File: src/rtl/uart_frame_decoder.sv
// Frame receiver behind the UART: hunts for SOF, parses length/payload/checksum,
// streams payload bytes to the client and answers each frame with ACK or NAK.
module uart_frame_decoder #(
  parameter logic [7:0]  SofByte       = 8'hA5,
  parameter int unsigned MaxLen        = 16,
  parameter int unsigned TimeoutCycles = 500_000,
  parameter logic [7:0]  AckByte       = 8'h06,
  parameter logic [7:0]  NakByte       = 8'h15,
  localparam int unsigned IdxW         = (MaxLen > 1) ? $clog2(MaxLen) : 1
) (
  input  logic            i_clk,
  input  logic            i_rst_n,
  input  logic            i_rx_rdy,
  output logic            o_rx_req,
  input  logic [7:0]      i_rx_data,
  input  logic            i_tx_rdy,
  output logic            o_tx_req,
  output logic [7:0]      o_tx_data,
  output logic            o_byte_valid,
  output logic [7:0]      o_byte_data,
  output logic [IdxW-1:0] o_byte_idx,
  output logic            o_frame_ok,
  output logic            o_frame_err,
  output logic [1:0]      o_err_code,
  output logic [15:0]     o_frame_cnt,
  output logic [15:0]     o_err_cnt
);

  localparam int unsigned TmoW    = (TimeoutCycles > 1) ? $clog2(TimeoutCycles) : 1;
  localparam logic [TmoW-1:0] TmoLast = TmoW'(TimeoutCycles - 1);
  localparam logic [7:0]  MaxLenB = 8'(MaxLen);

  typedef enum logic [2:0] {StIdle, StLen, StPayload, StCsum, StResp} state_e;

  state_e          r_state;
  logic            r_pend;
  logic [7:0]      r_len;
  logic [7:0]      r_sum;
  logic [7:0]      r_cnt;
  logic [TmoW-1:0] r_tmo;
  logic            r_tx_req;
  logic [7:0]      r_tx_data;
  logic            r_byte_valid;
  logic [7:0]      r_byte_data;
  logic [IdxW-1:0] r_byte_idx;
  logic            r_frame_ok;
  logic            r_frame_err;
  logic [1:0]      r_err_code;
  logic [15:0]     r_frame_cnt;
  logic [15:0]     r_err_cnt;

  logic            w_active;
  logic            w_tmo_hit;
  logic [7:0]      w_sum_next;
  logic            w_good;
  logic            w_fail;
  logic [1:0]      w_code;

  // r_pend marks the cycle in which the popped byte is on i_rx_data
  assign o_rx_req   = i_rst_n && (r_state != StResp) && !r_pend && i_rx_rdy;
  assign w_active   = (r_state == StLen) || (r_state == StPayload) || (r_state == StCsum);
  assign w_tmo_hit  = w_active && !r_pend && (r_tmo == TmoLast);
  assign w_sum_next = r_sum + i_rx_data;

  always_comb begin
    w_good = 1'b0;
    w_fail = 1'b0;
    w_code = 2'd0;
    unique case (r_state)
      StLen: begin
        if (r_pend && (i_rx_data > MaxLenB)) begin
          w_fail = 1'b1;
          w_code = 2'd2;
        end else if (w_tmo_hit) begin
          w_fail = 1'b1;
          w_code = 2'd3;
        end
      end
      StPayload: begin
        if (w_tmo_hit) begin
          w_fail = 1'b1;
          w_code = 2'd3;
        end
      end
      StCsum: begin
        if (r_pend) begin
          w_good = (w_sum_next == 8'd0);
          w_fail = (w_sum_next != 8'd0);
          w_code = (w_sum_next == 8'd0) ? 2'd0 : 2'd1;
        end else if (w_tmo_hit) begin
          w_fail = 1'b1;
          w_code = 2'd3;
        end
      end
      default: ;
    endcase
  end

  always_ff @(posedge i_clk or negedge i_rst_n) begin
    if (!i_rst_n) begin
      r_state      <= StIdle;
      r_pend       <= 1'b0;
      r_len        <= '0;
      r_sum        <= '0;
      r_cnt        <= '0;
      r_tmo        <= '0;
      r_tx_req     <= 1'b0;
      r_tx_data    <= '0;
      r_byte_valid <= 1'b0;
      r_byte_data  <= '0;
      r_byte_idx   <= '0;
      r_frame_ok   <= 1'b0;
      r_frame_err  <= 1'b0;
      r_err_code   <= '0;
      r_frame_cnt  <= '0;
      r_err_cnt    <= '0;
    end else begin
      r_pend       <= o_rx_req;
      r_tx_req     <= 1'b0;
      r_byte_valid <= 1'b0;
      r_frame_ok   <= 1'b0;
      r_frame_err  <= 1'b0;
      r_tmo        <= (w_active && !r_pend) ? r_tmo + 1'b1 : '0;
      unique case (r_state)
        StIdle: begin
          if (r_pend && (i_rx_data == SofByte)) begin
            r_sum   <= '0;
            r_cnt   <= '0;
            r_state <= StLen;
          end
        end
        StLen: begin
          if (r_pend) begin
            r_len   <= i_rx_data;
            r_sum   <= i_rx_data;
            r_state <= (i_rx_data == 8'd0) ? StCsum : StPayload;
          end
        end
        StPayload: begin
          if (r_pend) begin
            r_byte_valid <= 1'b1;
            r_byte_data  <= i_rx_data;
            r_byte_idx   <= r_cnt[IdxW-1:0];
            r_sum        <= w_sum_next;
            r_cnt        <= r_cnt + 8'd1;
            if (r_cnt == r_len - 8'd1) r_state <= StCsum;
          end
        end
        StCsum: ;
        StResp: begin
          if (i_tx_rdy) begin
            r_tx_req  <= 1'b1;
            r_tx_data <= (r_err_code == 2'd0) ? AckByte : NakByte;
            r_state   <= StIdle;
          end
        end
        default: r_state <= StIdle;
      endcase
      // Frame end overrides any state update made above
      if (w_good || w_fail) begin
        r_state     <= StResp;
        r_frame_ok  <= w_good;
        r_frame_err <= w_fail;
        r_err_code  <= w_code;
        if (w_good) r_frame_cnt <= r_frame_cnt + 16'd1;
        else        r_err_cnt   <= r_err_cnt + 16'd1;
      end
    end
  end

  assign o_tx_req     = r_tx_req;
  assign o_tx_data    = r_tx_data;
  assign o_byte_valid = r_byte_valid;
  assign o_byte_data  = r_byte_data;
  assign o_byte_idx   = r_byte_idx;
  assign o_frame_ok   = r_frame_ok;
  assign o_frame_err  = r_frame_err;
  assign o_err_code   = r_err_code;
  assign o_frame_cnt  = r_frame_cnt;
  assign o_err_cnt    = r_err_cnt;

endmodule
File: config.mk
export PLATFORM = sky130hd
export DESIGN_NAME = uart_frame_decoder
export DESIGN_NICKNAME = d
export VERILOG_FILES = /design/src/rtl/uart_frame_decoder.sv
export SDC_FILE = /design/constraint.sdc
export NUM_CORES = 1
export LEC_CHECK = 0
export ABC_AREA = 0
export BUFFER_PORTS_ARGS = -buffer_cell sky130_fd_sc_hd__buf_2
export CORE_MARGIN = 4
export CORE_UTILIZATION = 60
export CTS_CLUSTER_SIZE = 25
export DETAILED_ROUTE_END_ITERATION = 8
export PLACE_DENSITY = 0.83
export SLEW_MARGIN = 10
export SYNTH_ARGS = -nofsm -noshare
export SYNTH_HDL_FRONTEND = slang
export SYNTH_SLANG_ARGS = --single-unit
export TNS_END_PERCENT = 20
File: constraint.sdc
create_clock -name i_clk -period 5.2 [get_ports i_clk]
set_input_delay 0.78 -clock i_clk [delete_from_list [all_inputs] [get_ports i_clk]]
set_output_delay 0.78 -clock i_clk [all_outputs]
set_load 0.02 [all_outputs]
Word level (Yosys, flattened, before mapping)
Index checks and enable logic that the tools add are counted.
{ "totals": {"regBits": 105, "latch_bits": 0, "mem_count": 0, "romBits": 0, "word_cells": 100, "input_bits": 12, "output_inout_bits": 59, "ram_bits": 0} }
{ "classes": {"order_cmp": 1, "div_mod_pow": 0, "shift": 0, "n_mux": 33, "add_sub_neg": 6, "bitwise_logic": 1, "n_mul": 0, "eq_ne": 17, "reduce_logical": 26} }
{ "op_table": {"columns": ["cell", "count"], "rows": [
  ["16-bit by 1-bit adder with 16-bit output (second input constant)", 2],
  ["8-bit 2-to-1 mux", 4],
  ["8-bit case mux with 3 select lines", 1],
  ["19-bit by 1-bit adder with 19-bit output (second input constant)", 1],
  ["19-bit equality test (second input constant)", 1],
  ["19-bit 2-to-1 mux", 1],
  ["3-bit 2-to-1 mux", 6],
  ["8-bit logical NOT", 2],
  ["8-bit case mux with 2 select lines", 1],
  ["3-bit case mux with 5 select lines", 1],
  ["1-bit 2-to-1 mux", 13],
  ["2-bit AND reduction", 5],
  ["3-bit != test (second input constant)", 3],
  ["8-bit by 1-bit adder with 8-bit output (second input constant)", 1],
  ["8-bit adder", 1],
  ["8-bit equality test", 1],
  ["8-bit equality test (second input constant)", 1],
  ["8-bit by 5-bit greater-than comparator with 1-bit output (second input constant)", 1],
  ["8-bit nonzero test", 1],
  ["8-bit by 1-bit subtractor with 8-bit output (second input constant)", 1],
  ["1-bit logical AND", 7],
  ["3-bit by 2-bit equality test with 1-bit output (second input constant)", 2],
  ["2-bit 2-to-1 mux", 3],
  ["2-bit != test (second input constant)", 3],
  ["18 further kinds", 21]
]} }

Logic depth before layout (Yosys ltp)
Gate-level depths: netlist (run 1).
{ "logic_depth": {"ltp_word": 11, "depth_mapped": 10, "depth_no_buf": 9} }

Least setup slack after synthesis (run 1)
OpenSTA, ideal clock, no wires.
{ "synth_path": {"path_type": "input -> register", "from": "in i_rx_data[0]", "to": "reg r_err_cnt[1], in the netlist o_err_cnt[1]", "arrival_time_ns": 3.208, "t_required_ns": 5.072, "setup_ns": 0.128, "slack_ns": 1.864, "cell_stages": 10, "path_cell_list": "ha_1 > fa_1 > a211oi_1 > nor2_1 > o311ai_0 > nor2_1 > and3_1 > buf_2 > nor2_1 > mux2_1"} }
{ "synth_between": {"elab_chain_cells": 6, "elab_cells_between_ends": 13, "cone_classes": "add/sub (1); order compare (1); mux (5); bitwise (1); reduce/logical (5)"} }
{ "synth_lines": {"columns": ["item", "line", "source"], "rows": [
  ["start: declaration", "15", "input logic [7:0] i_rx_data,"],
  ["8-bit adder / 8-bit by 5-bit greater-than comparator with 1-bit output (equally long branches)", "63, 71", null],
  ["8-bit nonzero test (tied with other cells)", "88", "w_fail = (w_sum_next != 8'd0);"],
  ["1-bit 2-to-1 mux (on tied branches)", "86, 71", null],
  ["1-bit case mux with 3 select lines / 1-bit 2-to-1 mux (equally long branches)", "69", "unique case (r_state)"],
  ["1-bit logical OR / 1-bit NOT (equally long branches)", null, null],
  ["2-bit AND reduction (no line) *", null, null],
  ["end signal: assignment", "166", "else r_err_cnt <= r_err_cnt + 16'd1;"],
  ["end: declaration", "50", "logic [15:0] r_err_cnt;"]
]} }
Mark *: on every way between the ends. The rest lies on a longest branch, timed or not.
A chain may end at the register's enable or synchronous reset.

Final worst setup path (run 1)
Ends and elaborated chain as after synthesis.

==> flow_summary.toml, run 1 <==
[run_status]
status = "finished clean"

[critical_path]
cp_max_fo = 10
crit_path_end_kind = "flip-flop"
worst_r2r_startpoint = "r_sum[0]"
start_kind = "input pin"
cp-startpoint = "i_rx_data[0]"
critPathArrivalTime_ns = 3.94
worstPathRequired_ns = 5.44
crit_type = "in -> reg"

[sta]
setup-violations-final = 0
hold_ws_ns = 0.352
max_freq_ghz = 0.270
slew_headroom_pct = 39.5
period_share_pct = 71.2
period_needed_ns = 3.70
hold_violations = 0
tightest_slew_ns = 0.902
fin_tns_setup_ns = 0
clock-skew-final_ns = 0.0130
slew_violations = 0
rsz0062_at_grt = "false"

[floorplanning]
start_util_pct = 62.3
dieArea_sq_mm = 0.0101
fp.coreArea_sq_mm = 0.00826
rows = 33
die_h_microns = 101
die_width_microns = 101
pin_count = 71

[routing]
routedWlPerCell_microns = 16.9
viasPerCell = 5.90
vias = 3922
drt-initial-drc-count = 171
dr.pass1.iters = 5
detail_route.drc_violations = 0
antenna_left = 0
totalWireLength_mm = 11.2

[synth]
ys_seq_elements = 100
syn_inst = 490
ys_seq_area_share_pct = 48.6
yosysUniqueCellTypes = 56
synth_ff_type = "dfrtp_1"
synthArstFlopShare_pct = 100
ys_warn_count = 0
syn_area_sq_mm = 0.00514
syn_avg_cell_area_sq_um = 10.5
synth-edff-count = 0

[clock_network]
post_cts_resized = 0
root_buffer = "clkbuf_8"
cts_setup_buffers = 0
cts_tree = "built"
ctsHoldBuffers = 0
cts.sinks = 100
clk_path_buf_depth = 2
clkLatencyLatePin_ns = 0.36
h-tree-depth = 3
clk_pin_slew_ns = 0.09
cts_buffers = 9

[global_routing]
grt_pass1_wl_mm = 19.0
grt.overflow.total = 0
antenna_found_initial = 0
first_global_vias = 3937
grt_usage_pct = 23.2
grt_max_degree = 67

[run]
maxCapViolations = 0

[cells_and_area]
final_nets = 580
fin_area_sq_mm = 0.00576
area_delta_synth_final_pct = 11.9
fillers = 634
antenna_cells = 0
layout-drive-gt1-share_pct = 20.5

[power_and_ir_drop]
powerDensity_mw_per_mm2 = 384
p_leak_nw = 2.71
ir_drop_mv = 0.238

[placed_design]
port_buffers = 66
dpl.hpwl_mm = 8.14
globalplace.congestion = 0.913
placed_area_sq_mm = 0.00554

[worst_hold_path]
hold_path.class = "in -> async"
final cells by class:
cell class,count,area [sq um],area share (%)
Clock buffer,12,145,2.52
Clock inverter,4,72.6,1.26
Inverter,9,33.8,0.587
Multi-Input combinational cell,368,2530,44.0
Sequential cell,100,2500,43.5
Tap cell,105,131,2.28
Timing Repair Buffer,67,340,5.91
cell usage in the layout (no fill, tap or decap), types with 8 or more instances in the layout:
cell type,Yosys,layout
xnor2_1,23,23
nand2b_1,10,10
dfrtp_1,100,100
xor2_1,40,40
and3_1,13,13
clkbuf_8,0,10
mux2_2,19,19
a21oi_1,12,12
ha_1,12,12
o21ai_0,21,21
nor2_1,47,47
a22oi_1,8,8
and4_1,9,9
inv_1,9,9
nand3_1,25,25
nand2_1,39,39
buf_2,2,65
nor4_1,9,9
critical path: stages:
cell and delay [ns]:
buf_2 0.14, ha_1 0.23, fa_1 0.40, a211oi_1 0.36
nor2_1 0.14, o311ai_0 0.66, nor2_1 0.21, and3_1 0.37
nor2_1 0.27, mux2_1 0.36
sequential cells by signal, summed over array words and instances (netlist names), 3 cells and up:
| signal | flops |
|---|---|
| r_tmo | 19 |
| o_err_cnt | 16 |
| o_frame_cnt | 16 |
| o_byte_data | 8 |
| r_cnt | 8 |
| r_len | 8 |
| r_sum | 8 |
| o_byte_idx | 4 |
| o_tx_data | 3 |
| r_state | 3 |
per-layer routing:
metal	vias to the layer above	GRT usage, %	wire length, microns
li1	1856	-	-
met1	1964	30.9	4940
met5	-	0	0
met2	94	39.7	5710
met3	8	3.60	466
met4	0	5.91	106
cell usage after synthesis, types with 2 or more instances:
cell      count  share of area, %
o21a_1        2              0.29
nor4_2        5               1.2
nand2_1      39               2.8
nand2b_1     10               1.2
nand4_1       7              0.85
nor4b_2       2              0.58
nor2_1       47               3.4
or3_1         6              0.73
a211oi_1      3              0.44
dfrtp_1     100                49
nor2b_1       7              0.85
and3_1       13               1.6
o311ai_0      2              0.34
o21ai_0      21               2.0
a21oi_1      12               1.2
nor3b_1       3              0.44
ha_1         12               2.9
a22oi_1       8               1.2
or2_2         2              0.24
nor4bb_1      2              0.39
nor3_1        3              0.29
buf_2         2              0.19
clkbuf_1      8              0.58
and4b_1       2              0.39
mux2_2       19               4.2
buf_4         5              0.73
nor4b_1       3              0.51
nor4_1        9               1.1
and4_1        9               1.5
inv_1         9              0.66
nand3_1      25               2.4
xnor2_1      23               3.9
nand3b_1      3              0.44
xor2_1       40               6.8
and2_1        6              0.73
worst paths after layout:
check | end | slack, ns | cells after the start
max in group asynchronous | r_sum[1] | 3.68 | 2
min in group i_clk | o_tx_data[2] | 0.47 | 1
worst min register to register | o_tx_data[2] | 0.47 | 1
worst max register to register | o_err_cnt[1] | 1.71 | 9
worst min-delay path | r_tmo[4] | 0.35 | 1
worst max-delay path | o_err_cnt[1] | 1.50 | 10
per-stage QoR:
step                      setup WS, ns  util (%)  cells  power, mW
after detailed placement          1.25      67.1    649       1.67
after global routing              1.33      69.7    665       2.34
after CTS                         1.59      69.7    665       2.22
after floorplan                   1.86         -    493       1.48
final                             1.50      69.7    665       2.21
after global placement            1.48      67.1    649       1.64
logic make-up (layout without fill, tap and decap cells):
family	count (synthesis)	after routing	share of synthesized area, %
AOI/OAI and AO/OA	60	60	7.86
xor gates and xnor gates	63	63	10.7
adders and majority gates	13	13	3.31
buffers and inverters	25	92	2.38
DFF	100	100	48.6
muxes	20	20	4.38
other	1	4	0.0729
and+or+nand+nor	208	208	22.6
power by group:
part	internal (mW)	leakage [nW]	switching, mW
logic	0.257	1.29	0.411
registers	0.892	1.31	0.107
clock network	0.284	0.107	0.262
total	1.43	2.71	0.781
(Power assumes the default switching activity.)
==> inputs of run 2 (changes only) <==
--- a/config.mk
+++ b/config.mk
@@ -8,10 +8,10 @@
 export ABC_AREA = 0
 export BUFFER_PORTS_ARGS = -buffer_cell sky130_fd_sc_hd__buf_2
 export CORE_MARGIN = 4
-export CORE_UTILIZATION = 60
+export CORE_UTILIZATION = 52
 export CTS_CLUSTER_SIZE = 25
 export DETAILED_ROUTE_END_ITERATION = 8
-export PLACE_DENSITY = 0.83
+export PLACE_DENSITY = 0.76
 export SLEW_MARGIN = 10
 export SYNTH_ARGS = -nofsm -noshare
 export SYNTH_HDL_FRONTEND = slang
==> constraint.sdc (replaced) <==
create_clock -name i_clk -period 3.32 [get_ports i_clk]
set_input_delay 0.498 -clock i_clk [delete_from_list [all_inputs] [get_ports i_clk]]
set_output_delay 0.498 -clock i_clk [all_outputs]
set_load 0.02 [all_outputs]
==> run 2 against run 1 <==
Clock power is 32% higher. Highest routed layer unchanged. Worst setup slack worse by 1.2 ns. Clock skew fell by 0.0024 ns. Via count decreased by 1.0%. Die area up 14%.
==> flow_summary.toml, run 2 (synthesized netlist as in run 1, its figures left out) <==
[sta]
hold_ws_ns = 0.0259
period_share_pct = 90.2
clock-skew-final_ns = 0.0106
hold_violations = 0
slew_violations = 0
rsz0062_at_grt = "false"
tightest_slew_ns = 0.671
setup-violations-final = 0
timing.final.ws_setup_ns = 0.325
max_freq_ghz = 0.334
period_needed_ns = 3.00
slew_headroom_pct = 55.3

[clock_network]
clkLatencyLatePin_ns = 0.38
cts_tree = "built"
post_cts_resized = 0
h-tree-depth = 3
clk_path_buf_depth = 2
root_buffer = "clkbuf_8"
clk_pin_slew_ns = 0.09
ctsHoldBuffers = 0
cts.sinks = 100
cts_buffers = 9
cts_setup_buffers = 0

[critical_path]
worstPathRequired_ns = 3.60
start_kind = "flip-flop"
critPathArrivalTime_ns = 3.28
cp-startpoint = "r_sum[0]"
endpoint = "o_err_cnt[5]"
reg2reg_depth = 10
ff2ff_setup_slack_ns = 0.32
crit_path_end_kind = "flip-flop"
worst_r2r_startpoint = "r_sum[0]"
crit_type = "reg -> reg"
rr_endpoint = "o_err_cnt[5]"
cp_max_fo = 5

[power_and_ir_drop]
pwr-share-clk_pct = 21.2
p_int_mw = 2.14
powerDensity_mw_per_mm2 = 576
p_seq_share_pct = 46.3
comb_power_share_pct = 32.5
power_switching_mw = 1.24
p_leak_nw = 2.78
switching_share_pct = 36.7
ir_drop_mv = 0.349

[routing]
detail_route.drc_violations = 0
antenna_left = 0
routedWlPerCell_microns = 15.9
totalWireLength_mm = 11.3
viasPerCell = 5.47
dr.pass1.iters = 5
drt-initial-drc-count = 181
vias = 3881

[placed_design]
dpl.hpwl_mm = 8.36
port_buffers = 66
place_ws_ns = -0.0210
globalplace.congestion = 0.865
placed_area_sq_mm = 0.00570

[cells_and_area]
final_nets = 597
layout_common_cells = "dfrtp_1, buf_2, nor2_1"
area_delta_synth_final_pct = 14.2
top_register = "r_tmo"
largest_reg_flops = 19
layout-drive-gt1-share_pct = 23.2
fillers = 810
antenna_cells = 0
final_common_cell = "dfrtp_1"
postLayoutCoreUtil_pct = 60.7
fin_area_sq_mm = 0.00588

[floorplanning]
rows = 36
pin_count = 71
dieArea_sq_mm = 0.0115
die_h_microns = 107
die_width_microns = 107
fp.coreArea_sq_mm = 0.00968
start_util_pct = 53.1

[run]
maxCapViolations = 0

[global_routing]
grt_pass1_wl_mm = 19.2
antenna_found_initial = 0
first_global_vias = 3883
grt.overflow.total = 0
grt_max_degree = 41
grt_usage_pct = 21.1

[worst_hold_path]
hold_path.class = "in -> async"

[run_status]
status = "finished clean"
## run 2: cell count changes in the layout (fill, tap and decap cells not counted), sizes merged
cell      before  now
buf           67   84
bufinv         2    0
clkbuf        12   10
clkinv         1    5
clkinvlp       1    0
inv            9   10
## run 2: through the flow
| step | cells | TNS (ns) | power (mW) |
|---|---|---|---|
| 6_report | 710 | 0 | 3.38 |
| 5_1_grt | 710 | 0 | 3.62 |
| 4_1_cts | 710 | 0 | 3.41 |
| 3_5_place_dp | 694 | -0.0453 | 2.68 |
| 3_3_place_gp | 694 | 0 | 2.64 |
| 2_1_floorplan | 493 | 0 | 2.31 |
## run 2: critical path: stages, from the launching register on
cell	delay (ns)
dfrtp_1	0.39
ha_1	0.21
fa_1	0.41
xor2_1	0.20
nor4_1	0.34
o21ai_0	0.19
a211oi_1	0.34
buf_4	0.20
nand3_1	0.20
and4_1	0.28
xor2_1	0.13
## run 2: worst min-delay path by stage
stage / startpoint / endpoint / slack (ns) / depth (start not counted)
floorplan: i_rst_n / o_byte_data[0] / 0.20 / 0
global placement: i_rst_n / o_frame_cnt[4] / 0.44 / 1
detailed placement: i_rst_n / o_frame_cnt[6] / 0.45 / 1
CTS: i_rst_n / o_frame_cnt[6] / 0.03 / 1
global route: i_rst_n / o_frame_cnt[6] / 0.03 / 1
finish: i_rst_n / o_frame_cnt[6] / 0.03 / 1
## run 2: routing by layer
metal | GRT usage, % | up-vias | part of all wire, % | routed length, microns
met1 | 28.6 | 1910 | 46 | 5150
met2 | 33.6 | 70 | 49 | 5530
met4 | 5.41 | 0 | 1.5 | 175
li1 | - | 1887 | - | -
met3 | 6.06 | 14 | 4.0 | 452
met5 | 0 | - | 0 | 0
## run 2: power groups by stage
stage	combinational (mW)	clock (mW)	sequential, mW
3_5_place_dp	1.10	0	1.58
5_1_grt	1.23	0.793	1.60
2_1_floorplan	0.675	0	1.64
6_report	1.10	0.718	1.57
3_3_place_gp	1.06	0	1.57
4_1_cts	1.10	0.741	1.56
## run 2: final cells by class
cell class                 count  area [sq um]  share of cell area, %
clock buffer                  10           138                   2.34
tap                          133           166                   2.83
clock inverter                 6          37.5                  0.639
sequential                   100          2500                   42.6
timing repair buffer          84           468                   7.96
multi-input combinational    368          2530                   43.1
inverter                       9          33.8                  0.575
==> inputs of run 3 (changes only) <==
--- a/config.mk
+++ b/config.mk
@@ -5,13 +5,14 @@
 export SDC_FILE = /design/constraint.sdc
 export NUM_CORES = 1
 export LEC_CHECK = 0
-export ABC_AREA = 0
+export ABC_AREA = 1
 export BUFFER_PORTS_ARGS = -buffer_cell sky130_fd_sc_hd__buf_2
 export CORE_MARGIN = 4
-export CORE_UTILIZATION = 52
+export CORE_UTILIZATION = 60
 export CTS_CLUSTER_SIZE = 25
 export DETAILED_ROUTE_END_ITERATION = 8
-export PLACE_DENSITY = 0.76
+export GPL_TIMING_DRIVEN = 0
+export PLACE_DENSITY = 0.82
 export SLEW_MARGIN = 10
 export SYNTH_ARGS = -nofsm -noshare
 export SYNTH_HDL_FRONTEND = slang
==> constraint.sdc (replaced) <==
create_clock -name i_clk -period 3.8 [get_ports i_clk]
set_input_delay 0.57 -clock i_clk [delete_from_list [all_inputs] [get_ports i_clk]]
set_output_delay 0.57 -clock i_clk [all_outputs]
set_load 0.02 [all_outputs]
==> run 3 against run 2 <==
First-iteration DRC count increased by 120%. Utilization increased by 7.8 points. Sequential share of layout area decreased by 5.0 points. Clock power decreased by 14%. Critical path type unchanged. Sequential power decreased by 4%. Combinational power increased by 52%. Final area increased by 13%. Flip-flop and latch count unchanged. Area after synthesis increased by 16%. Highest routed layer unchanged. Synthesized cell count increased by 61%.
==> flow_summary.toml, run 3 <==
[synth]
netlist.top_cell.by_area = "dfrtp_1"
yosysMostFrequentCell = "nand2_1"
syn_area_sq_mm = 0.00595
synth_ff_type = "dfrtp_1"
yosys-top-cells-count = "nand2_1, inv_1, dfrtp_1, nor2_1, nand3_1"
synth-edff-count = 0
syn_avg_cell_area_sq_um = 7.55
ys_seq_area_share_pct = 42.0
synthArstFlopShare_pct = 100
syn_inst = 788
ys_warn_count = 0
synthTopCellsByArea = "dfrtp_1, nand2_1, inv_1"
yosysUniqueCellTypes = 43
synthDominantCellAreaShare_pct = 42.0
ys_seq_elements = 100

[global_routing]
grt_usage_pct = 24.2
grt.overflow.total = 0
grt_max_degree = 67
first_global_vias = 5027
grt_pass1_wl_mm = 22.8
antenna_found_initial = 0

[critical_path]
crit_chain = "ha_1 -> fa_1 -> xor2_1 -> nor2_1 -> nand3_2 -> nor2_4 -> nand3_2 -> inv_1 -> nand2_1 -> o21ai_0 -> nand2_1"
cp_max_fo = 9
crit_path_end_kind = "flip-flop"
cpPeakStageDelay_ns = 0.42
worstPathRequired_ns = 4.05
cp-startpoint = "r_sum[0]"
worst_r2r_startpoint = "r_sum[0]"
start_kind = "flip-flop"
critPathArrivalTime_ns = 2.73
crit_slowest_cell = "fa_1"
crit_type = "reg -> reg"

[floorplanning]
dieArea_sq_mm = 0.0116
rows = 36
pin_count = 71
die_width_microns = 108
die_h_microns = 108
start_util_pct = 61.2
fp.coreArea_sq_mm = 0.00973

[power_and_ir_drop]
p_seq_share_pct = 39.6
power_switching_mw = 1.66
ir_drop_mv = 0.272
switching_share_pct = 43.8
p_leak_nw = 3.41
comb_power_share_pct = 44.1
p_int_mw = 2.13
powerDensity_mw_per_mm2 = 569
pwr-share-clk_pct = 16.2

[clock_network]
cts.sinks = 100
clk_path_buf_depth = 2
ctsHoldBuffers = 0
h-tree-depth = 3
root_buffer = "clkbuf_8"
cts_buffers = 9
cts_setup_buffers = 0
cts_tree = "built"
clk_pin_slew_ns = 0.10
post_cts_resized = 0
clkLatencyLatePin_ns = 0.37

[sta]
timing.final.ws_setup_ns = 1.32
clock-skew-final_ns = 0.0140
slew_violations = 0
setup-violations-final = 0
fin_tns_setup_ns = 0
max_freq_ghz = 0.404
period_share_pct = 65.2
hold_violations = 0
period_needed_ns = 2.48
rsz0062_at_grt = "false"

[worst_hold_path]
hold_path.class = "in -> async"

[cells_and_area]
fillers = 798
antenna_cells = 0
top_register = "r_tmo"
largest_reg_flops = 19
layout_common_cells = "nand2_1, inv_1, dfrtp_1"
area_delta_synth_final_pct = 11.9
final_common_cell = "nand2_1"
layout-drive-gt1-share_pct = 16.5
final_nets = 894

[placed_design]
dpl.hpwl_mm = 10.3
place_ws_ns = 1.04
port_buffers = 66
globalplace.congestion = 0.920

[routing]
vias = 5388
detail_route.drc_violations = 0
dr.pass1.iters = 5
antenna_left = 0
routedWlPerCell_microns = 13.4
totalWireLength_mm = 13.4
drt-initial-drc-count = 401
viasPerCell = 5.35

[run]
maxCapViolations = 0

[run_status]
status = "finished clean"
## run 3: logic make-up (layout without fill, tap and decap cells)
family / after synthesis / count (layout) / synth area share, %
fa+ha+maj: 13 / 13 / 2.86
flops: 100 / 100 / 42.0
other cells: 1 / 4 / 0.0630
buf+inv: 122 / 205 / 8.58
xor+xnor: 40 / 40 / 5.88
simple gates: 433 / 433 / 32.9
compound gates: 79 / 79 / 7.69
## run 3: worst max-delay path, delay by kind of cell (launching register included)
family	cells	cell delay, ns
AND/OR/NAND/NOR	6	0.79
AO/OA/AOI/OAI	1	0.18
flip-flops	1	0.40
buffers and inverters	1	0.13
adder cells (fa/ha/maj)	2	0.64
XOR/XNOR	1	0.22
## run 3: power by group through the flow
stage / clock network (mW) / logic (mW) / registers (mW)
floorplan: 0 / 1.08 / 1.63
global placement: 0 / 1.60 / 1.51
detailed placement: 0 / 1.67 / 1.52
CTS: 0.631 / 1.67 / 1.50
global route: 0.678 / 1.87 / 1.54
finish: 0.615 / 1.67 / 1.50
## run 3: final cells by class
class                      count  area, sq um  share of cell area (%)
multi-input combinational    569         2950                    44.3
tap                          133          166                    2.50
clock buffer                  12          145                    2.18
inverter                     104          393                    5.90
buffer                        18          118                    1.77
clock inverter                 4         25.0                   0.376
timing repair buffer          67          360                    5.41
sequential                   100         2500                    37.6
## run 3: per-layer routing
layer	vias up	global-route usage [%]	routed length, microns
li1	2673	-	-
met1	2537	32.2	5970
met2	150	40.4	6610
met3	28	4.62	635
met4	0	7.03	227
met5	-	0	0
## run 3: stage by stage
step / hold WS (ns) / cell area [sq um] / std cells / power, mW / util, %
6_report: 0.157 / 6660 / 1007 / 3.79 / 68.5
5_1_grt: 0.175 / 6660 / 1007 / 4.09 / 68.5
4_1_cts: 0.168 / 6660 / 1007 / 3.80 / 68.5
3_5_place_dp: 0.453 / 6490 / 991 / 3.19 / 66.7
3_3_place_gp: 0.446 / 6460 / 990 / 3.11 / 66.4
2_1_floorplan: 0.274 / 5960 / 791 / 2.72 / -
## run 3: final timing paths
path,endpoint,slack (ns),cells past startpoint
min,r_sum[3],0.16,1
min reg2reg,r_tmo[0],0.47,1
max in group asynchronous,o_err_cnt[7],2.96,2
max,o_frame_cnt[7],1.32,11
min in group i_clk,r_tmo[0],0.47,1
max reg2reg,o_frame_cnt[7],1.32,11
